===== config.mk =====
export PLATFORM = sky130hd
export DESIGN_NAME = ifetch_ctrl
export DESIGN_NICKNAME = d
export VERILOG_FILES = /design/src/rtl/cpu_pkg.sv /design/src/rtl/ifetch_ctrl.sv
export SDC_FILE = /design/constraint.sdc
export NUM_CORES = 1
export LEC_CHECK = 0
export BUFFER_PORTS_ARGS = -buffer_cell sky130_fd_sc_hd__buf_4
export CAP_MARGIN = 5
export CORE_AREA = 2 2 84 86
export DETAILED_ROUTE_END_ITERATION = 7
export DIE_AREA = 0 0 86 88
export PLACE_DENSITY = 0.72
export SYNTH_ARGS = -nofsm -noshare
export SYNTH_HDL_FRONTEND = slang
export SYNTH_SLANG_ARGS = --single-unit

===== constraint.sdc =====
create_clock -name clk -period 3.6 [get_ports clk]
set_clock_uncertainty 0.1 [all_clocks]
set_input_delay 0.72 -clock clk [delete_from_list [all_inputs] [get_ports clk]]
set_output_delay 0.72 -clock clk [all_outputs]
set_load 0.05 [all_outputs]

===== src/rtl/cpu_pkg.sv =====
// Shared types and defaults for the 16-bit teaching CPU.
package cpu_pkg;

    localparam int CPU_ADDR_W  = 16;
    localparam int CPU_INSTR_W = 16;

    // Encoding of the no-op instruction; ir holds this out of reset.
    localparam logic [CPU_INSTR_W-1:0] NOP = 16'h0000;

    // Fetch controller states.
    typedef enum logic [1:0] {
        RUN   = 2'd0,
        HALT  = 2'd1,
        FAULT = 2'd2
    } fetch_state_e;

endpackage : cpu_pkg


===== src/rtl/ifetch_ctrl.sv =====
// Instruction-fetch controller: owns the PC, addresses the combinational ROM,
// latches returned words into ir and hands them to decode over valid/ready.
// Supports redirects from execute, halt/resume and a sticky out-of-range fault.
module ifetch_ctrl
    import cpu_pkg::*;
#(
    parameter int                ADDR_W    = CPU_ADDR_W,
    parameter int                INSTR_W   = CPU_INSTR_W,
    parameter logic [ADDR_W-1:0] RESET_PC  = '0,
    parameter int                ROM_DEPTH = 256
) (
    input  logic               clk,
    input  logic               rst_n,
    output logic [ADDR_W-1:0]  rom_addr,
    input  logic [INSTR_W-1:0] rom_data,
    output logic [INSTR_W-1:0] ir,
    output logic [ADDR_W-1:0]  ir_pc,
    output logic               ir_valid,
    input  logic               ir_ready,
    input  logic               redirect_valid,
    input  logic [ADDR_W-1:0]  redirect_target,
    input  logic               halt_req,
    output logic               halted,
    output logic               fault,
    output logic [15:0]        fetch_count
);

    // One extra bit so ROM_DEPTH == 2**ADDR_W (whole space valid) is representable.
    localparam logic [ADDR_W:0] DEPTH_L = (ADDR_W+1)'(ROM_DEPTH);

    fetch_state_e        state_q, state_d;
    logic [ADDR_W-1:0]   pc_q, pc_d;
    logic [INSTR_W-1:0]  ir_q, ir_d;
    logic [ADDR_W-1:0]   ir_pc_q, ir_pc_d;
    logic                ir_valid_q, ir_valid_d;
    logic [15:0]         cnt_q, cnt_d;

    logic in_range;
    logic can_fetch;
    logic load;

    assign in_range  = {1'b0, pc_q} < DEPTH_L;
    assign can_fetch = !ir_valid_q || ir_ready;

    // Next-state logic: redirect beats load; a held ir is only replaced once consumed.
    always_comb begin
        state_d    = state_q;
        pc_d       = pc_q;
        ir_d       = ir_q;
        ir_pc_d    = ir_pc_q;
        ir_valid_d = ir_valid_q;
        cnt_d      = cnt_q;
        load       = 1'b0;

        // Consumption without a refill empties the register.
        if (ir_valid_q && ir_ready)
            ir_valid_d = 1'b0;

        unique case (state_q)
            RUN, HALT: begin
                // A redirect taken in RUN keeps the controller in RUN for that cycle.
                state_d = (halt_req && !(redirect_valid && state_q == RUN)) ? HALT : RUN;
                if (redirect_valid) begin
                    pc_d       = redirect_target;
                    ir_valid_d = 1'b0;
                end else if (!halt_req && can_fetch) begin
                    if (in_range) begin
                        load = 1'b1;
                    end else begin
                        state_d    = FAULT;
                        ir_valid_d = 1'b0;
                    end
                end
            end
            FAULT: ;
            default: state_d = RUN;
        endcase

        if (load) begin
            ir_d       = rom_data;
            ir_pc_d    = pc_q;
            ir_valid_d = 1'b1;
            pc_d       = pc_q + 1'b1;
            cnt_d      = cnt_q + 16'd1;
        end
    end

    // State and datapath registers, cleared asynchronously.
    always_ff @(posedge clk or negedge rst_n) begin
        if (!rst_n) begin
            state_q    <= RUN;
            pc_q       <= RESET_PC;
            ir_q       <= INSTR_W'(NOP);
            ir_pc_q    <= '0;
            ir_valid_q <= 1'b0;
            cnt_q      <= '0;
        end else begin
            state_q    <= state_d;
            pc_q       <= pc_d;
            ir_q       <= ir_d;
            ir_pc_q    <= ir_pc_d;
            ir_valid_q <= ir_valid_d;
            cnt_q      <= cnt_d;
        end
    end

    assign rom_addr    = pc_q;
    assign ir          = ir_q;
    assign ir_pc       = ir_pc_q;
    assign ir_valid    = ir_valid_q;
    assign halted      = (state_q == HALT);
    assign fault       = (state_q == FAULT);
    assign fetch_count = cnt_q;

endmodule : ifetch_ctrl


### Word-level counts from Yosys, hierarchy flattened

Index checks and enable logic that the tools add are counted.

| cells by class | value |
|---|---|
| $add $sub $neg | 2 |
| equality and inequality tests | 2 |
| mux-type cells | 18 |
| reduce and logical (&&, ||, !) cells | 13 |
| order comparisons | 1 |

Operators with widths:

| operator | count |
|---|---|
| $mux 16 | 3 |
| $add 16x1->16 const B | 2 |
| $lt 16x9->1 const B | 1 |
| $mux 1 | 11 |
| $mux 2 | 3 |
| $logic_and 1x1->1 | 4 |
| $pmux 2 s2 | 1 |
| $reduce_bool 2->1 | 2 |
| $logic_not 1->1 | 3 |
| $eq 2x1->1 const B | 1 |
| $eq 2x2->1 const B | 1 |
| $logic_not 2->1 | 1 |
| $reduce_and 2->1 | 1 |
| $reduce_or 2->1 | 1 |
| $logic_or 1x1->1 | 1 |

| storage, ports and cells | value |
|---|---|
| register bits | 67 |
| logic and storage cells | 42 |
| output and inout bits | 67 |
| input bits | 37 |

### Depth between registers and ports, before layout

Gate-level depths: netlist (run 1).

| depth | value |
|---|---|
| depth after elaboration | 9 |
| depth in mapped cells | 6 |
| mapped depth without buffers | 5 |

### Worst setup path after synthesis (run 1)

Ideal clock, no wire load.

| path | value |
|---|---|
| path type | input to register |
| from | in redirect_valid |
| to | reg pc_q[3], in the netlist rom_addr[3] |
| library setup time | 0.126 ns |
| stages on the path | 5 |
| slack | 1.340 ns |
| data required time | 3.374 ns |
| buffers on the path | 1 |
| arrival | 2.034 ns |
| cell sequence | nor3_2 > and4_1 > buf_2 > mux2_2 > a221o_1 |

| on the way | value |
|---|---|
| cells in the longest elaborated chain, start to end | 4 |
| elaborated cells between the ends (all ways) | 6 |
| classes of those cells | mux: 3; reduce/logical: 3 |

RTL lines:

| element | line | RTL |
|---|---|---|
| start, declared | ifetch_ctrl.sv:20 | `input logic redirect_valid,` |
| $mux 1 | ifetch_ctrl.sv:63 | `if (redirect_valid) begin` |
| $mux 1 | ifetch_ctrl.sv:59 | `unique case (state_q)` |
| $reduce_bool 2->1 (no line) | - |  |
| $reduce_and 2->1 (no line) | - |  |
| end signal, assigned | ifetch_ctrl.sv:99 | `pc_q <= pc_d;` |
| end, declared | ifetch_ctrl.sv:32 | `logic [ADDR_W-1:0] pc_q, pc_d;` |

Several ways; a longest one is shown, not always the timed one.
A chain may end at the register's enable or synchronous reset.

### Worst setup path in the final report (run 1)

| path | value |
|---|---|
| from | in redirect_valid |
| to | reg pc_q[2], in the netlist rom_addr[2] |

Same word-level chain as after synthesis.

==> results of run 1 <==
==> metrics by stage <==
stage | cells | area, um^2 | utilization [%]
after floorplan | 287 | 2900 | -
after global placement | 461 | 3740 | 56.3
after detailed placement | 461 | 3740 | 56.3
after CTS | 477 | 3950 | 59.4
after global routing | 477 | 3950 | 59.4
final | 477 | 3950 | 59.4
==> flip-flops by register name, indices dropped and copies added (netlist names) <==
register / cells
ir: 16
rom_addr: 16
ir_valid: 1
ir_pc: 16
fetch_count: 16
state_q: 2
==> worst max-delay path, stage by stage <==
cell and delay [ns]:
buf_4 0.12, nor3_2 0.36, nand4_4 0.35, buf_4 0.36
mux2i_1 0.15, a221o_1 0.29
==> power by group through the flow <==
stage          Combinational [mW]  Clock [mW]  Sequential (mW)
3_5_place_dp                 1.43           0             1.17
3_3_place_gp                 1.41           0             1.16
5_1_grt                      1.50       0.701             1.19
4_1_cts                      1.43       0.653             1.16
2_1_floorplan               0.331           0             1.79
6_report                     1.41       0.643             1.16
==> worst max-delay path by stage <==
stage / startpoint / endpoint / cells after the start
global placement: redirect_valid / rom_addr[2] / 6
floorplan: redirect_valid / rom_addr[3] / 5
detailed placement: redirect_valid / rom_addr[2] / 6
finish: redirect_valid / rom_addr[2] / 6
global route: state_q[1] / rom_addr[2] / 5
CTS: redirect_valid / rom_addr[2] / 6
==> kinds of logic (layout without fill, tap and decap cells) <==
group                      Yosys count  after routing  share of synthesized area [%]
muxes                                3              3                           1.08
AOI/OAI and AO/OA                   17             17                           4.57
DFF                                 67             67                           57.8
adders and majority gates            2              2                          0.862
xor gates and xnor gates            15             15                           4.53
and+or+nand+nor                    168            168                           28.7
buffers and inverters               15            125                           2.46
==> layout by cell type, fill, tap and decap left out, types with 2 or more instances in the layout <==
master,Yosys,routed
ha_1,2,2
mux2i_1,2,2
nand4_1,8,8
nand2_1,102,102
xnor2_1,8,8
nor4_1,6,6
xor2_1,7,7
clkbuf_1,7,3
clkbuf_8,0,12
nor2_1,6,6
o221a_2,2,2
nor3b_1,3,3
buf_4,1,107
inv_1,2,2
nor4_4,2,2
and4_1,2,2
a21oi_1,2,2
nor3_1,4,4
a221o_1,3,3
nand3_1,10,10
o21ai_0,4,4
nand2b_1,2,2
and2_1,8,8
nor2b_1,4,4
dfrtp_1,67,67
and3_1,4,4
==> per-layer routing <==
metal,wire [um],global-route usage [%],vias up
li1,-,-,1178
met1,2990,24.3,1114
met2,2950,28.5,68
met3,550,7.35,8
met4,74,6.49,0
met5,0,0,-
==> area by class of cell <==
type / instances / area, um^2
clock buffers: 15 / 176
clock inverters: 1 / 30.0
repair buffers: 107 / 803
flip-flops and latches: 67 / 1680
inverters: 2 / 7.51
fillers: 579 / 2700
well taps: 80 / 100
multi-input cells: 205 / 1150
==> synth_stat cells, drive strengths merged <==
master / count / area, um^2
mux2i: 2 / 20.0
xor2: 7 / 61.3
or3: 1 / 6.26
o31ai: 1 / 7.51
nand4: 9 / 71.3
nand2b: 2 / 12.5
a21oi: 2 / 10.0
a22oi: 1 / 7.51
nor3: 5 / 30.0
nor3b: 3 / 22.5
nand4b: 1 / 8.76
a221o: 3 / 30.0
and4: 2 / 17.5
nor2b: 4 / 25.0
and3: 4 / 25.0
and2: 8 / 50.1
nor2: 6 / 22.5
nor4b: 1 / 8.76
o21ba: 1 / 10.0
buf: 6 / 37.5
nand2: 102 / 383
inv: 2 / 7.51
nand3: 10 / 50.1
a211oi: 1 / 7.51
a31o: 1 / 8.76
mux2: 1 / 11.3
ha: 2 / 25.0
or4: 1 / 7.51
a41oi: 1 / 8.76
o221a: 2 / 22.5
o21ai: 4 / 20.0
xnor2: 8 / 70.1
dfrtp: 67 / 1680
clkbuf: 7 / 26.3
nor4: 9 / 92.6
==> results_dict.tcl, run 1 <==
set metrics [dict create \
    path_clk_slew_ns 0.07 \
    total_power_mw 3.21 \
    die_w_um 86 \
    globalplace.congestion 0.745 \
    final.setup.worst_slack_ns 1.35 \
    pwr-share-comb_pct 44.0 \
    hold_class "reg -> reg" \
    worstPathArrival_ns 2.37 \
    p_int_mw 1.76 \
    p_sw_mw 1.45 \
    port_buffers 103 \
    drive_above_1_share_pct 32.7 \
    finalHoldViolations 0 \
    grt_pass1_wl_mm 11.0 \
    netlist_area_um2 2900 \
    worst_pin_slew_ns 0.811 \
    grt_pass1_vias 2350 \
    syn_area_per_cell_um2 10.1 \
    r2r_cells 5 \
    maxSlewHeadroom_pct 46.0 \
    tritoncts "built" \
    grt_max_degree 68 \
    crit_path_start_kind "input port" \
    fin_crit_ns 2.25 \
    nets 431 \
    switching_share_pct 45.2 \
    hold_depth 1 \
    wire_per_inst_um 13.8 \
    crit_path_end_kind "register" \
    vias 2368 \
    p_clk_share_pct 20.0 \
    r2r_start "state_q[1]" \
    synth_cells 287 \
    overflow 0 \
    cp_max_fo 32 \
    p_seq_share_pct 36.0 \
    power.density_nw_per_um2 814 \
    antenna_found_initial 0 \
    place_hpwl_mm 4.63 \
    post_cts.repair.setup_buffers 0 \
    ctsHoldBuffers 0 \
    ys_ff_latch 67 \
    ff2ff_setup_slack_ns 1.39 \
    diodes 0 \
    yosys.cell_types.count 42 \
    viasPerCell 4.96 \
    drt_iter0_markers 114 \
    hold_path_end "fetch_count[15]" \
    ios 104 \
    initial_core_util_pct 43.7 \
    core_um2 6640 \
    cts_buffers 9 \
    outcome "finished, final reports clean" \
    post_cts_resized 0 \
    cap_violations 0 \
    cts.sinks 67 \
    grt_setup_unrepaired "false" \
    grt.total_usage_pct 18.7 \
    peakVddDrop_v 0.000416 \
    tns_ns 0 \
    required_ns 3.72 \
    insertion_delay_ns 0.33 \
    leakagePower_nw 2.09 \
    wl_mm 6.56 \
    dieHeight_um 88 \
    route.detailed.drc 0 \
    cts_max_path_buffers 2 \
    min_from "fetch_count[15]" \
    critical_path_class "in -> reg" \
    whs_ns 0.376 \
    drtPass1Iterations 4 \
    finalSetupViolCount 0 \
    syn_to_final_growth_pct 36.1 \
    antenna_left 0 \
    fp.dieArea_um2 7570 \
    htreeDepth 3 \
    timing.rr.end "rom_addr[2]" \
    placementRows 30 \
    finalMaxSlewViolations 0 \
    place_ws_ns 0.987 \
    syn_nets 326 \
    yosysWarnings 0 \
    cts_root_buf "clkbuf_8" \
    max_freq_mhz 445 \
    period_share_pct 62.4 \
    seq_area_frac_synth_pct 57.8 \
]
Power figures use the tool's default switching activity.
==> run 2, diff against run 1 <==
--- a/config.mk
+++ b/config.mk
@@ -5,12 +5,13 @@
 export SDC_FILE = /design/constraint.sdc
 export NUM_CORES = 1
 export LEC_CHECK = 0
+export ABC_AREA = 1
 export BUFFER_PORTS_ARGS = -buffer_cell sky130_fd_sc_hd__buf_4
 export CAP_MARGIN = 5
-export CORE_AREA = 2 2 84 86
+export CORE_AREA = 2 2 87 89
 export DETAILED_ROUTE_END_ITERATION = 7
-export DIE_AREA = 0 0 86 88
-export PLACE_DENSITY = 0.72
+export DIE_AREA = 0 0 89 91
+export PLACE_DENSITY = 0.74
 export SYNTH_ARGS = -nofsm -noshare
 export SYNTH_HDL_FRONTEND = slang
 export SYNTH_SLANG_ARGS = --single-unit
==> constraint.sdc (replaced) <==
create_clock -name clk -period 1.91 [get_ports clk]
set_clock_uncertainty 0.1 [all_clocks]
set_input_delay 0.382 -clock clk [delete_from_list [all_inputs] [get_ports clk]]
set_output_delay 0.382 -clock clk [all_outputs]
set_load 0.05 [all_outputs]
==> run 2 against run 1 <==
Synthesized area grew 9.3%. Count of clock-buffer cells in the layout fell by 5. Global-route usage up 1.6 points. Utilization is 0.33 points lower. Via count increased by 23%. Non-clock buffer count grew 4. Hold slack worse by 0.23 ns. Routed wire length is 17% higher.
==> results_dict.tcl, run 2 <==
set metrics [dict create \
    outcome "finished, final reports clean" \
    globalplace.congestion 0.815 \
    cts.sinks 67 \
    finalMaxSlewViolations 0 \
    synthTopCellsByArea "dfrtp_1 (53%), nand2_1 (19%), nor2_1 (5.0%)" \
    cp_max_fo 6 \
    hold_class "in -> reg" \
    antenna_left 0 \
    synthTopCellsByCount "nand2_1 (162), dfrtp_1 (67), nor2_1 (42), inv_1 (37), o21ai_0 (25)" \
    placementRows 31 \
    final.setup.worst_slack_ns 0.201 \
    maxSlewHeadroom_pct 70.4 \
    post_cts_resized 0 \
    htreeDepth 3 \
    peakVddDrop_v 0.000806 \
    wl_mm 7.66 \
    fp.dieArea_um2 8100 \
    fin_crit_ns 1.71 \
    diodes 0 \
    cts_max_path_buffers 2 \
    path_cells "ha_1, inv_1, nor2_1, nand2_1, xor2_1, nand2_1, o21ai_0" \
    synth_top_area_share_pct 52.9 \
    dieHeight_um 91 \
    place_ws_ns 0.189 \
    finalHoldViolations 0 \
    synth.most_common_cell "nand2_1" \
    grt_pass1_vias 2866 \
    crit_top_cell "nand2_1" \
    insertion_delay_ns 0.32 \
    ys_ff_latch 67 \
    ios 104 \
    path_clk_slew_ns 0.07 \
    die_w_um 89 \
    core_um2 7140 \
    syn_area_per_cell_um2 7.85 \
    synth_area_leader_cell "dfrtp_1" \
    crit_path_end_kind "register" \
    vias 2922 \
    worstPathArrival_ns 1.82 \
    syn_nets 443 \
    crit_buf_inv 1 \
    yosys.cell_types.count 25 \
    grt_max_degree 35 \
    ys.flop_type "dfrtp_1" \
    grt.total_usage_pct 20.3 \
    cts_root_buf "clkbuf_8" \
    crit_path_start_kind "register" \
    finalSetupViolCount 0 \
    async_reset_ff_share_pct 100 \
    max_freq_mhz 585 \
    port_buffers 103 \
    placed_area_um2 4050 \
    power.density_nw_per_um2 1140 \
    final_area_um2 4220 \
    tritoncts "built" \
    cp_top_family "flip-flops" \
    yosysWarnings 0 \
    critical_path_class "reg -> reg" \
    tns_ns 0 \
    seq_area_frac_synth_pct 52.9 \
    crit_path_max_incr_delay_ns 0.46 \
    mostFrequentLayoutCells "nand2_1 (162), buf_4 (108), dfrtp_1 (67), nor2_1 (42), inv_1 (37)" \
    netlist_area_um2 3170 \
    period_share_pct 89.5 \
    route.detailed.drc 0 \
    synth_cells 404 \
    antenna_found_initial 0 \
    synth_edf_count 0 \
    wire_per_inst_um 12.5 \
    worst_pin_slew_ns 0.444 \
    syn_to_final_growth_pct 32.9 \
    overflow 0 \
    drt_iter0_markers 162 \
    whs_ns 0.147 \
    crit_slowest_cell "dfrtp_1" \
    initial_core_util_pct 44.4 \
    nets 552 \
    required_ns 2.02 \
    grt_setup_unrepaired "false" \
    cts_buffers 9 \
    leakagePower_nw 2.35 \
    grt_pass1_wl_mm 13.1 \
    drive_above_1_share_pct 25.6 \
    viasPerCell 4.76 \
    cap_violations 0 \
    layout_commonest_cell "nand2_1" \
    drtPass1Iterations 4 \
    place_hpwl_mm 5.60 \
]
==> run 2: cell count changes after synthesis, moves of 11 or more <==
| cell | delta |
|---|---|
| nand3_1 | +11 |
| nand2_1 | +60 |
| nor2_1 | +36 |
| o21ai_0 | +21 |
| inv_1 | +35 |
==> run 2: layout make-up <==
cell class / instances / area (um^2)
clock buffers: 10 / 138
multi-input cells: 284 / 1250
well taps: 99 / 124
flip-flops and latches: 67 / 1680
clock inverters: 3 / 17.5
inverters: 40 / 153
fillers: 690 / 2920
repair buffers: 111 / 861
==> run 2: cells by family (layout without fill, tap and decap cells) <==
family / Yosys count / count (layout) / share of synthesized area (%)
buffers and inverters: 53 / 164 / 7.81
flip-flops: 67 / 67 / 52.9
AO/OA/AOI/OAI: 34 / 34 / 5.44
XOR/XNOR: 9 / 9 / 2.49
AND/OR/NAND/NOR: 239 / 239 / 30.6
adder cells (fa/ha/maj): 2 / 2 / 0.789
==> run 2: final timing paths <==
kind / from / endpoint / slack [ns] / cells past startpoint
min reg2reg: ir[3] / ir[3] / 0.39 / 2
max in group asynchronous: rst_n / ir_valid / 0.73 / 3
max: fetch_count[0] / fetch_count[8] / 0.20 / 7
min: rom_data[2] / ir[2] / 0.15 / 3
min in group asynchronous: rst_n / ir_pc[12] / 0.44 / 2
max reg2reg: fetch_count[0] / fetch_count[8] / 0.20 / 7
==> run 2: worst reg2reg max path, stage by stage (launching register included) <==
cell and delay, ns:
dfrtp_1 0.46, ha_1 0.30, inv_1 0.08, nor2_1 0.25, nand2_1 0.11, xor2_1 0.15
nand2_1 0.05, o21ai_0 0.08
==> run 2: repair_timing <==
item | in CTS | in global routing
hold endpoints to repair | 33 | 0
setup buffers | 0 | 0
hold buffers | 1 | 0
==> run 2: metal layers <==
layer	vias up	share of wire, %	GRT usage, %
li1	1465	-	-
met1	1345	43	27.0
met2	102	49	32.5
met3	10	6.7	3.73
met4	0	1.6	7.84
met5	-	0	0
==> run 2: stage by stage <==
step / util (%) / std cells / power [mW]
CTS: 59.1 / 614 / 4.84
floorplan: - / 404 / 3.19
global placement: 56.8 / 600 / 3.82
finish: 59.1 / 614 / 4.80
global route: 59.1 / 614 / 5.06
detailed placement: 56.8 / 600 / 3.85
==> run 2: report_power, final <==
group	internal [mW]	switching, mW
logic	0.570	1.35
registers	1.65	0.253
clock network	0.480	0.496
==> run 3, diff against run 2 <==
--- a/config.mk
+++ b/config.mk
@@ -6,12 +6,12 @@
 export NUM_CORES = 1
 export LEC_CHECK = 0
 export ABC_AREA = 1
-export BUFFER_PORTS_ARGS = -buffer_cell sky130_fd_sc_hd__buf_4
 export CAP_MARGIN = 5
 export CORE_AREA = 2 2 87 89
 export DETAILED_ROUTE_END_ITERATION = 7
 export DIE_AREA = 0 0 89 91
-export PLACE_DENSITY = 0.74
+export DONT_BUFFER_PORTS = 1
+export RECOVER_POWER = 50
 export SYNTH_ARGS = -nofsm -noshare
 export SYNTH_HDL_FRONTEND = slang
 export SYNTH_SLANG_ARGS = --single-unit
==> constraint.sdc (replaced) <==
create_clock -name clk -period 1.91 [get_ports clk]
set_clock_uncertainty 0.1 [all_clocks]
set_input_delay 0.382 -clock clk [delete_from_list [all_inputs] [get_ports clk]]
set_output_delay 0.382 -clock clk [all_outputs]
set_load 0.01 [all_outputs]
==> run 3 against run 2 <==
The flow now finishes with violations (hold timing). Setup slack better by 0.047 ns. Non-clock buffer count fell by 104. Combinational power is 67% lower. Routed wire length down 9.2%. Cell area down 18%. Sequential power rose by 6%. Sequential share of layout area up 8.7 points. Cell count down 17%.
==> results_dict.tcl, run 3 (same netlist as run 2, synthesis figures left out) <==
set metrics [dict create \
    cts_buffers 9 \
    worstPathArrival_ns 1.77 \
    period_share_pct 87.0 \
    fp.dieArea_um2 8100 \
    core_um2 7140 \
    final_area_um2 3460 \
    outcome "finished with violations" \
    overflow 0 \
    syn_to_final_growth_pct 9.07 \
    antenna_left 0 \
    leakagePower_nw 1.85 \
    path_clk_slew_ns 0.07 \
    dieHeight_um 91 \
    violations "hold timing" \
    required_ns 2.02 \
    peakVddDrop_v 0.000451 \
    max_freq_mhz 602 \
    place_ws_ns 0.249 \
    cts.sinks 67 \
    wire_per_inst_um 13.6 \
    cp_max_fo 6 \
    ff2ff_setup_slack_ns 0.25 \
    crit_path_end_kind "register" \
    worst_pin_slew_ns 0.374 \
    r2r_cells 7 \
    viasPerCell 4.82 \
    r2r_start "fetch_count[0]" \
    maxSlewHeadroom_pct 75.0 \
    cts_max_path_buffers 2 \
    placementRows 31 \
    die_w_um 89 \
    drive_above_1_share_pct 6.78 \
    grt_setup_unrepaired "false" \
    critical_path_class "reg -> reg" \
    fin_crit_ns 1.66 \
    insertion_delay_ns 0.33 \
    layout_commonest_cell "nand2_1" \
    fin_cells 512 \
    total_power_mw 3.82 \
    place_hpwl_mm 4.88 \
    tritoncts "built" \
    mostFrequentLayoutCells "nand2_1 (162), dfrtp_1 (67), nor2_1 (42), inv_1 (38), o21ai_0 (25)" \
    wl_mm 6.95 \
    hold_class "in -> async" \
    initial_core_util_pct 44.4 \
    ios 104 \
    timing.rr.end "fetch_count[8]" \
    grt_max_degree 68 \
    finalHoldViolations 67 \
    crit_path_start_kind "register" \
    finalMaxSlewViolations 0 \
    tns_ns 0 \
    final_util_pct 48.5 \
    power.density_nw_per_um2 1100 \
    vias 2467 \
    grt_pass1_wl_mm 11.6 \
    grt.total_usage_pct 18.3 \
    globalplace.congestion 0.811 \
    route.detailed.drc 0 \
    nets 448 \
    cts_root_buf "clkbuf_8" \
    grt_pass1_vias 2442 \
    port_buffers 0 \
    drt_iter0_markers 70 \
    placed_area_um2 3270 \
    drtPass1Iterations 4 \
    diodes 0 \
    cap_violations 0 \
    antenna_found_initial 0 \
    whs_ns -0.359 \
    htreeDepth 3 \
    place_inst 497 \
    finalSetupViolCount 0 \
    final.setup.worst_slack_ns 0.248 \
]
[run 3: critical path, stage by stage (launching register included)]
cell and delay (ns):
dfrtp_1 0.48, ha_1 0.28, inv_1 0.07, nor2_1 0.24
nand2_1 0.10, xor2_1 0.14, nand2_1 0.05, o21ai_0 0.08
[run 3: worst max-delay path by stage]
stage | startpoint | slack (ns) | endpoint | cells past startpoint
global placement | fetch_count[0] | 0.31 | fetch_count[8] | 7
floorplan | fetch_count[0] | 0.40 | fetch_count[8] | 7
detailed placement | fetch_count[0] | 0.25 | fetch_count[8] | 7
CTS | fetch_count[0] | 0.24 | fetch_count[8] | 7
finish | fetch_count[0] | 0.25 | fetch_count[8] | 7
global route | fetch_count[0] | 0.1 | fetch_count[15] | 7
[run 3: layout make-up]
cell class | count | area [um^2]
fill | 743 | 3680
multi-input combinational | 284 | 1250
clock inverter | 2 | 35.0
clock buffer | 13 | 159
sequential | 67 | 1680
timing repair buffer | 7 | 65.1
inverter | 40 | 153
tap | 99 | 124
[run 3: per-layer routing]
metal / up-vias / global-route usage (%) / part of all wire (%)
met3: 13 / 6.36 / 7.5
li1: 1249 / - / -
met2: 77 / 27.7 / 45
met5: - / 0 / 0
met1: 1128 / 23.7 / 45
met4: 0 / 7.84 / 2.5
[run 3: power breakdown]
| group | internal (mW) | switching, mW |
|---|---|---|
| Clock | 0.667 | 0.500 |
| Combinational | 0.239 | 0.392 |
| Sequential | 1.65 | 0.371 |
| Total | 2.56 | 1.26 |
[run 3: timing repair]
action                                 in CTS  in global routing
buffers inserted                            0                  0
endpoints found under the hold margin      67                 67
resized for setup                           0                  0
